File: config.mk
export PLATFORM = sky130hd
export DESIGN_NAME = dequantize_flat
export DESIGN_NICKNAME = d
export VERILOG_FILES = /design/src/rtl/dequantize_if.sv /design/src/rtl/dequantize.sv /design/src/flat_wrapper.sv
export SDC_FILE = /design/constraint.sdc
export NUM_CORES = 1
export LEC_CHECK = 0
export CELL_PAD_IN_SITES_DETAIL_PLACEMENT = 1
export CELL_PAD_IN_SITES_GLOBAL_PLACEMENT = 2
export CORE_ASPECT_RATIO = 0.9
export CORE_UTILIZATION = 37
export CTS_CLUSTER_DIAMETER = 50
export DETAILED_ROUTE_END_ITERATION = 16
export PLACE_DENSITY_LB_ADDON = 0.1
export SYNTH_ARGS = -nofsm -noshare
export SYNTH_HDL_FRONTEND = slang
export SYNTH_SLANG_ARGS = --single-unit
File: constraint.sdc
create_clock -name clock -period 3.1 [get_ports clock]
set_input_delay 0.31 -clock clock [delete_from_list [all_inputs] [get_ports clock]]
set_output_delay 0.31 -clock clock [all_outputs]
set_load 0.05 [all_outputs]
File: src/rtl/dequantize_if.sv
`timescale 1ns/1ps
// dequantize_if -- serial code input and sample output bundle for dequantize.
//   Nquant    : bits per code (1..18, 0 or >18 treated as 18)
//   bitin     : serial code bit, MSB first, two's complement
//   enbitin   : bit strobe
//   sync      : code-boundary resync
//   dataout   : reconstructed signed 18-bit sample
//   endataout : one-cycle pulse marking a new dataout
//   busy      : a code is partially assembled
// master drives the code stream; slave is the dequantizer.
interface dequantize_if;
    logic [4:0]  Nquant;
    logic        bitin;
    logic        enbitin;
    logic        sync;
    logic [17:0] dataout;
    logic        endataout;
    logic        busy;

    modport master (
        output Nquant, bitin, enbitin, sync,
        input  dataout, endataout, busy
    );

    modport slave (
        input  Nquant, bitin, enbitin, sync,
        output dataout, endataout, busy
    );
endinterface

File: src/rtl/dequantize.sv
`timescale 1ns/1ps
// dequantize -- assembles serial two's-complement codes of Nquant bits and
// reconstructs them as left-aligned signed 18-bit samples.
//   clock : master clock, rising edge
//   reset : asynchronous, active-low reset
//   bus   : dequantize_if.slave (Nquant, bitin, enbitin, sync in;
//           dataout, endataout, busy out)
// Optional build macro DQZ_MIDPOINT_EN: add half an output LSB to each
// sample (mid-bin reconstruction) when Nquant < 18.
module dequantize (
    input  logic        clock,
    input  logic        reset,
    dequantize_if.slave bus
);
    typedef enum logic [1:0] {IDLE, SHIFT, RECON} state_t;

    state_t      state, state_nx;
    logic [4:0]  nq, nq_nx;
    logic [4:0]  count, count_nx;
    logic [17:0] code, code_nx;
    logic [17:0] dataout_r, dataout_nx;
    logic        endataout_r, endataout_nx;
    logic [4:0]  nq_in;
    logic [17:0] recon_val;

    always_comb begin
        nq_in = (bus.Nquant == 5'd0 || bus.Nquant > 5'd18) ? 5'd18 : bus.Nquant;
    end

    // Shifting left by 18-nq drops the code bits above nq and lands the code
    // sign bit in bit 17, which is the sign-extended value scaled mod 2^18.
    always_comb begin
        recon_val = code << (5'd18 - nq);
`ifdef DQZ_MIDPOINT_EN
        if (nq < 5'd18) begin
            recon_val = recon_val + (18'd1 << (5'd17 - nq));
        end
`endif
    end

    always_comb begin
        state_nx     = state;
        nq_nx        = nq;
        count_nx     = count;
        code_nx      = code;
        dataout_nx   = dataout_r;
        endataout_nx = 1'b0;
        case (state)
            IDLE: begin
                if (bus.enbitin) begin
                    nq_nx    = nq_in;
                    code_nx  = {17'd0, bus.bitin};
                    count_nx = 5'd1;
                    state_nx = (nq_in == 5'd1) ? RECON : SHIFT;
                end
            end
            SHIFT: begin
                if (bus.sync) begin
                    code_nx  = '0;
                    count_nx = '0;
                    state_nx = IDLE;
                end else if (bus.enbitin) begin
                    code_nx  = {code[16:0], bus.bitin};
                    count_nx = count + 5'd1;
                    if (count + 5'd1 == nq) begin
                        state_nx = RECON;
                    end
                end
            end
            RECON: begin
                dataout_nx   = recon_val;
                endataout_nx = 1'b1;
                // A strobe here is bit 1 of the next code, so back-to-back
                // codes need no idle cycle; sync suppresses it.
                if (bus.enbitin && !bus.sync) begin
                    nq_nx    = nq_in;
                    code_nx  = {17'd0, bus.bitin};
                    count_nx = 5'd1;
                    state_nx = (nq_in == 5'd1) ? RECON : SHIFT;
                end else begin
                    code_nx  = '0;
                    count_nx = '0;
                    state_nx = IDLE;
                end
            end
            default: begin
                code_nx  = '0;
                count_nx = '0;
                state_nx = IDLE;
            end
        endcase
    end

    always_ff @(posedge clock or negedge reset) begin
        if (!reset) begin
            state       <= IDLE;
            nq          <= 5'd18;
            count       <= '0;
            code        <= '0;
            dataout_r   <= '0;
            endataout_r <= 1'b0;
        end else begin
            state       <= state_nx;
            nq          <= nq_nx;
            count       <= count_nx;
            code        <= code_nx;
            dataout_r   <= dataout_nx;
            endataout_r <= endataout_nx;
        end
    end

    assign bus.dataout   = dataout_r;
    assign bus.endataout = endataout_r;
    assign bus.busy      = (state != IDLE);
endmodule

File: src/flat_wrapper.sv
// flat-port wrapper written by rule: the top's interface ports become plain ports
module dequantize_flat 
  (clock, reset, bus_Nquant, bus_bitin, bus_enbitin, bus_sync, bus_dataout, bus_endataout, bus_busy);
  dequantize_if bus_i ();
  input  logic clock;
  input  logic reset;
  input wire logic [$bits(bus_i.Nquant)-1:0] bus_Nquant;
  input wire logic [$bits(bus_i.bitin)-1:0] bus_bitin;
  input wire logic [$bits(bus_i.enbitin)-1:0] bus_enbitin;
  input wire logic [$bits(bus_i.sync)-1:0] bus_sync;
  output wire logic [$bits(bus_i.dataout)-1:0] bus_dataout;
  output wire logic [$bits(bus_i.endataout)-1:0] bus_endataout;
  output wire logic [$bits(bus_i.busy)-1:0] bus_busy;
  assign bus_i.Nquant = bus_Nquant;
  assign bus_i.bitin = bus_bitin;
  assign bus_i.enbitin = bus_enbitin;
  assign bus_i.sync = bus_sync;
  assign bus_dataout = bus_i.dataout;
  assign bus_endataout = bus_i.endataout;
  assign bus_busy = bus_i.busy;
  dequantize u_core (.clock(clock), .reset(reset), .bus(bus_i));
endmodule
==> impl_metrics.yaml <==
synthesis:
  synthDistinctLibCells: 60
  yosysWarnings: 0
  yosysTopAreaCellShare_pct: 38.1
  synth-edff-count: 0
  ys_seq_area_share_pct: 39.9
  synth_area_leaders: "dfrtp_1 (38%), a22o_1 (6.5%), mux2_2 (5.5%)"
  syn_inst: 300
  syn_area_per_cell_um2: 10.3
  synth_area_um2: 3080
  synth_top_area_cell: "dfrtp_1"
  synth_ff_type: "dfrtp_1"
  ys_seq_elements: 49
  async_flop_share_pct: 100
  synth.net_count: 312
timing:
  timing.final.crit_period_ns: 2.63
  tightest_slew_ns: 1.14
  grt_setup_unrepaired: "false"
  relSlewSlack_pct: 23.7
  tns_ns: 0
  max_freq_mhz: 380
  drv_slew: 0
  fin_skew_ns: 0.00960
  post-route-period-util_pct: 84.8
  setup_violations: 0
  hold_viol: 0
layout:
  diodes: 0
  fin_area_um2: 3540
  seqCellArea_um2: 1230
  multiInputGateArea_um2: 1700
  layout_common_cells: "dfrtp_1 (47), clkdlybuf4s50_1 (28), nand2_1 (24), a22o_1 (23), nor2_1 (20)"
  nFillCells: 905
  layout-drive-gt1-share_pct: 17.7
  mostFrequentLayoutCell: "dfrtp_1"
  area_delta_synth_final_pct: 15.0
  fin_nets: 338
power_and_ir_drop:
  powerDensity_nw_per_um2: 822
  ir_drop_mv: 0.348
  p_int_uw: 1550
  comb_power_share_pct: 56.5
  swShare_pct: 46.9
  seqPwrFrac_pct: 29.8
  p_switching_uw: 1370
  pwr-share-clk_pct: 13.6
  p_leak_uw: 0.00149
critical_path:
  crit_fanout: 17
  crit_arrival_ns: 2.83
  worstSetupPathType: "reg2reg"
  cp_cell_sequence: "ha_1 -> buf_4 -> mux2_2 -> mux2_2 -> a211oi_1 -> a21oi_1 -> a22o_1"
  cp_slowest_cell: "dfstp_2"
  required_ns: 3.30
  slowest_delay_ns: 0.61
  cp_num_buf_inv: 1
  crit_family: "multiplexers"
  cp-start-kind: "flop"
  crit_top_cell: "mux2_2"
  crit_path_end_kind: "flop"
placement:
  hpwl_um: 5840
  io_buffers: 29
  gp_congestion: 0.815
  placed_area_um2: 3450
run_status:
  status: "finished with violations"
  violations: "design-rule violations"
grt:
  antenna_found_initial: 0
  grt_pass1_wl_um: 12700
  overflow: 0
  grt_pass1_vias: 2281
  grt_max_degree: 33
  grtUsageTotal_pct: 19.1
routing:
  dr.first_iter.drc_count: 97
  drc_errors: 2
  avgViaCountPerCell: 5.65
  ant_nets: 0
  vias: 2409
  drt_wl_total_um: 7840
  wire_per_inst_um: 18.4
  first_pass_iters: 12
die:
  ios: 30
  die_area_um2: 8700
  num_rows: 31
  die_y_um: 88.6
  initial_core_util_pct: 38.2
  die_w_um: 98.2
  coreArea_um2: 8070
clocking:
  cts_buffer_depth: 2
  numCtsBuffers: 5
  h-tree-depth: 2
  post-cts-setup-buffers: 0
  cts_resized: 0
  clock-root-buffer: "clkbuf_8"
  clk_pin_slew_ns: 0.10
  clock_latency_ns: 0.31
  cts_tree: "done"
  cts_sinks: 49
  cts_hold_buffers: 0
job:
  cap_violations: 0
worst_hold_path:
  hold_class: "in2async"
[per-layer routing]
metal / track usage (%) / up-vias / wire [µm]
li1: - / 1166 / -
met1: 28.8 / 1200 / 4190
met2: 28.7 / 38 / 3400
met3: 3.24 / 5 / 182
met4: 4.48 / 0 / 65
met5: 0 / - / 0
[worst paths after layout]
kind | startpoint | to | slack, ns | depth (start not counted)
hold reg to reg | u_core.bus.dataout[2] | u_core.bus.dataout[2] | 0.49 | 2
min in group clock | u_core.bus.dataout[2] | u_core.bus.dataout[2] | 0.49 | 2
max in group asynchronous | reset | u_core.nq[1] | 2.27 | 2
setup / recovery | u_core.nq[1] | u_core.bus.dataout[12] | 0.47 | 7
setup reg to reg | u_core.nq[1] | u_core.bus.dataout[12] | 0.47 | 7
hold / removal | reset | u_core.bus.dataout[9] | 0.04 | 1
[synthesized netlist by cell type, drive strengths merged (2+ instances only)]
| library cell | number |
|---|---|
| o21a | 2 |
| a22o | 23 |
| nand2b | 3 |
| xor3 | 2 |
| xnor2 | 5 |
| o31ai | 2 |
| a211oi | 5 |
| o211ai | 4 |
| xor2 | 2 |
| nand3b | 4 |
| a31oi | 4 |
| a21oi | 18 |
| mux2 | 16 |
| nor4 | 2 |
| nor2 | 21 |
| buf | 13 |
| ha | 2 |
| mux2i | 12 |
| nor3 | 5 |
| clkbuf | 7 |
| a41oi | 2 |
| or2 | 2 |
| dfrtp | 47 |
| and2 | 3 |
| o21ai | 22 |
| inv | 11 |
| nand2 | 24 |
| nor2b | 2 |
| dfstp | 2 |
| o221ai | 2 |
| or3 | 3 |
| o22ai | 2 |
| mux4 | 6 |
| a211o | 2 |
| nand3 | 8 |
[power by group through the flow]
stage	logic [µW]	registers [µW]	clock network, µW
2_1_floorplan	1100	1030	0
3_3_place_gp	1650	879	0
3_5_place_dp	1660	885	0
4_1_cts	1660	872	414
5_1_grt	1780	891	440
6_report	1650	870	397
[cell families after synthesis]
kind of cell | after synthesis | share of synthesized area [%]
multiplexers | 34 | 14.4
flip-flops | 49 | 39.9
XOR/XNOR | 10 | 5.11
AND/OR/NAND/NOR | 81 | 13.2
buffers and inverters | 31 | 5.03
AO/OA/AOI/OAI | 93 | 21.6
adder cells (fa/ha/maj) | 2 | 0.812
[layout make-up]
| cell class | instances | share of cell area (%) |
|---|---|---|
| Multi-Input combinational cell | 220 | 47.9 |
| Sequential cell | 49 | 34.7 |
| Timing Repair Buffer | 39 | 10.2 |
| Tap cell | 99 | 3.49 |
| Clock buffer | 5 | 1.94 |
| Inverter | 11 | 1.16 |
| Clock inverter | 3 | 0.635 |
[state kept, by name (all words and copies together) (netlist names)]
name                  flops
u_core.code              18
u_core.bus.endataout      1
u_core.nq                 5
u_core.bus.dataout       18
u_core.count              5
u_core.state              2
[per-stage QoR]
stage / total power, µW / hold slack [ns] / util (%) / setup slack [ns] / instances
after global placement: 2530 / 0.411 / 42.8 / 0.532 / 418
after detailed placement: 2540 / 0.416 / 42.8 / 0.485 / 418
final: 2910 / 0.0431 / 43.9 / 0.471 / 426
after global routing: 3110 / 0.0948 / 43.9 / 0.314 / 426
after CTS: 2950 / 0.0736 / 43.9 / 0.466 / 426
after floorplan: 2130 / 0.0144 / - / 0.918 / 300
[worst register-to-register path, cell delays in order, from the launching register on]
cell and delay (ns):
dfstp_2 0.61, ha_1 0.51, buf_4 0.27, mux2_2 0.36
mux2_2 0.29, a211oi_1 0.24, a21oi_1 0.06, a22o_1 0.19
No activity file was read; power rests on OpenSTA's default activity.
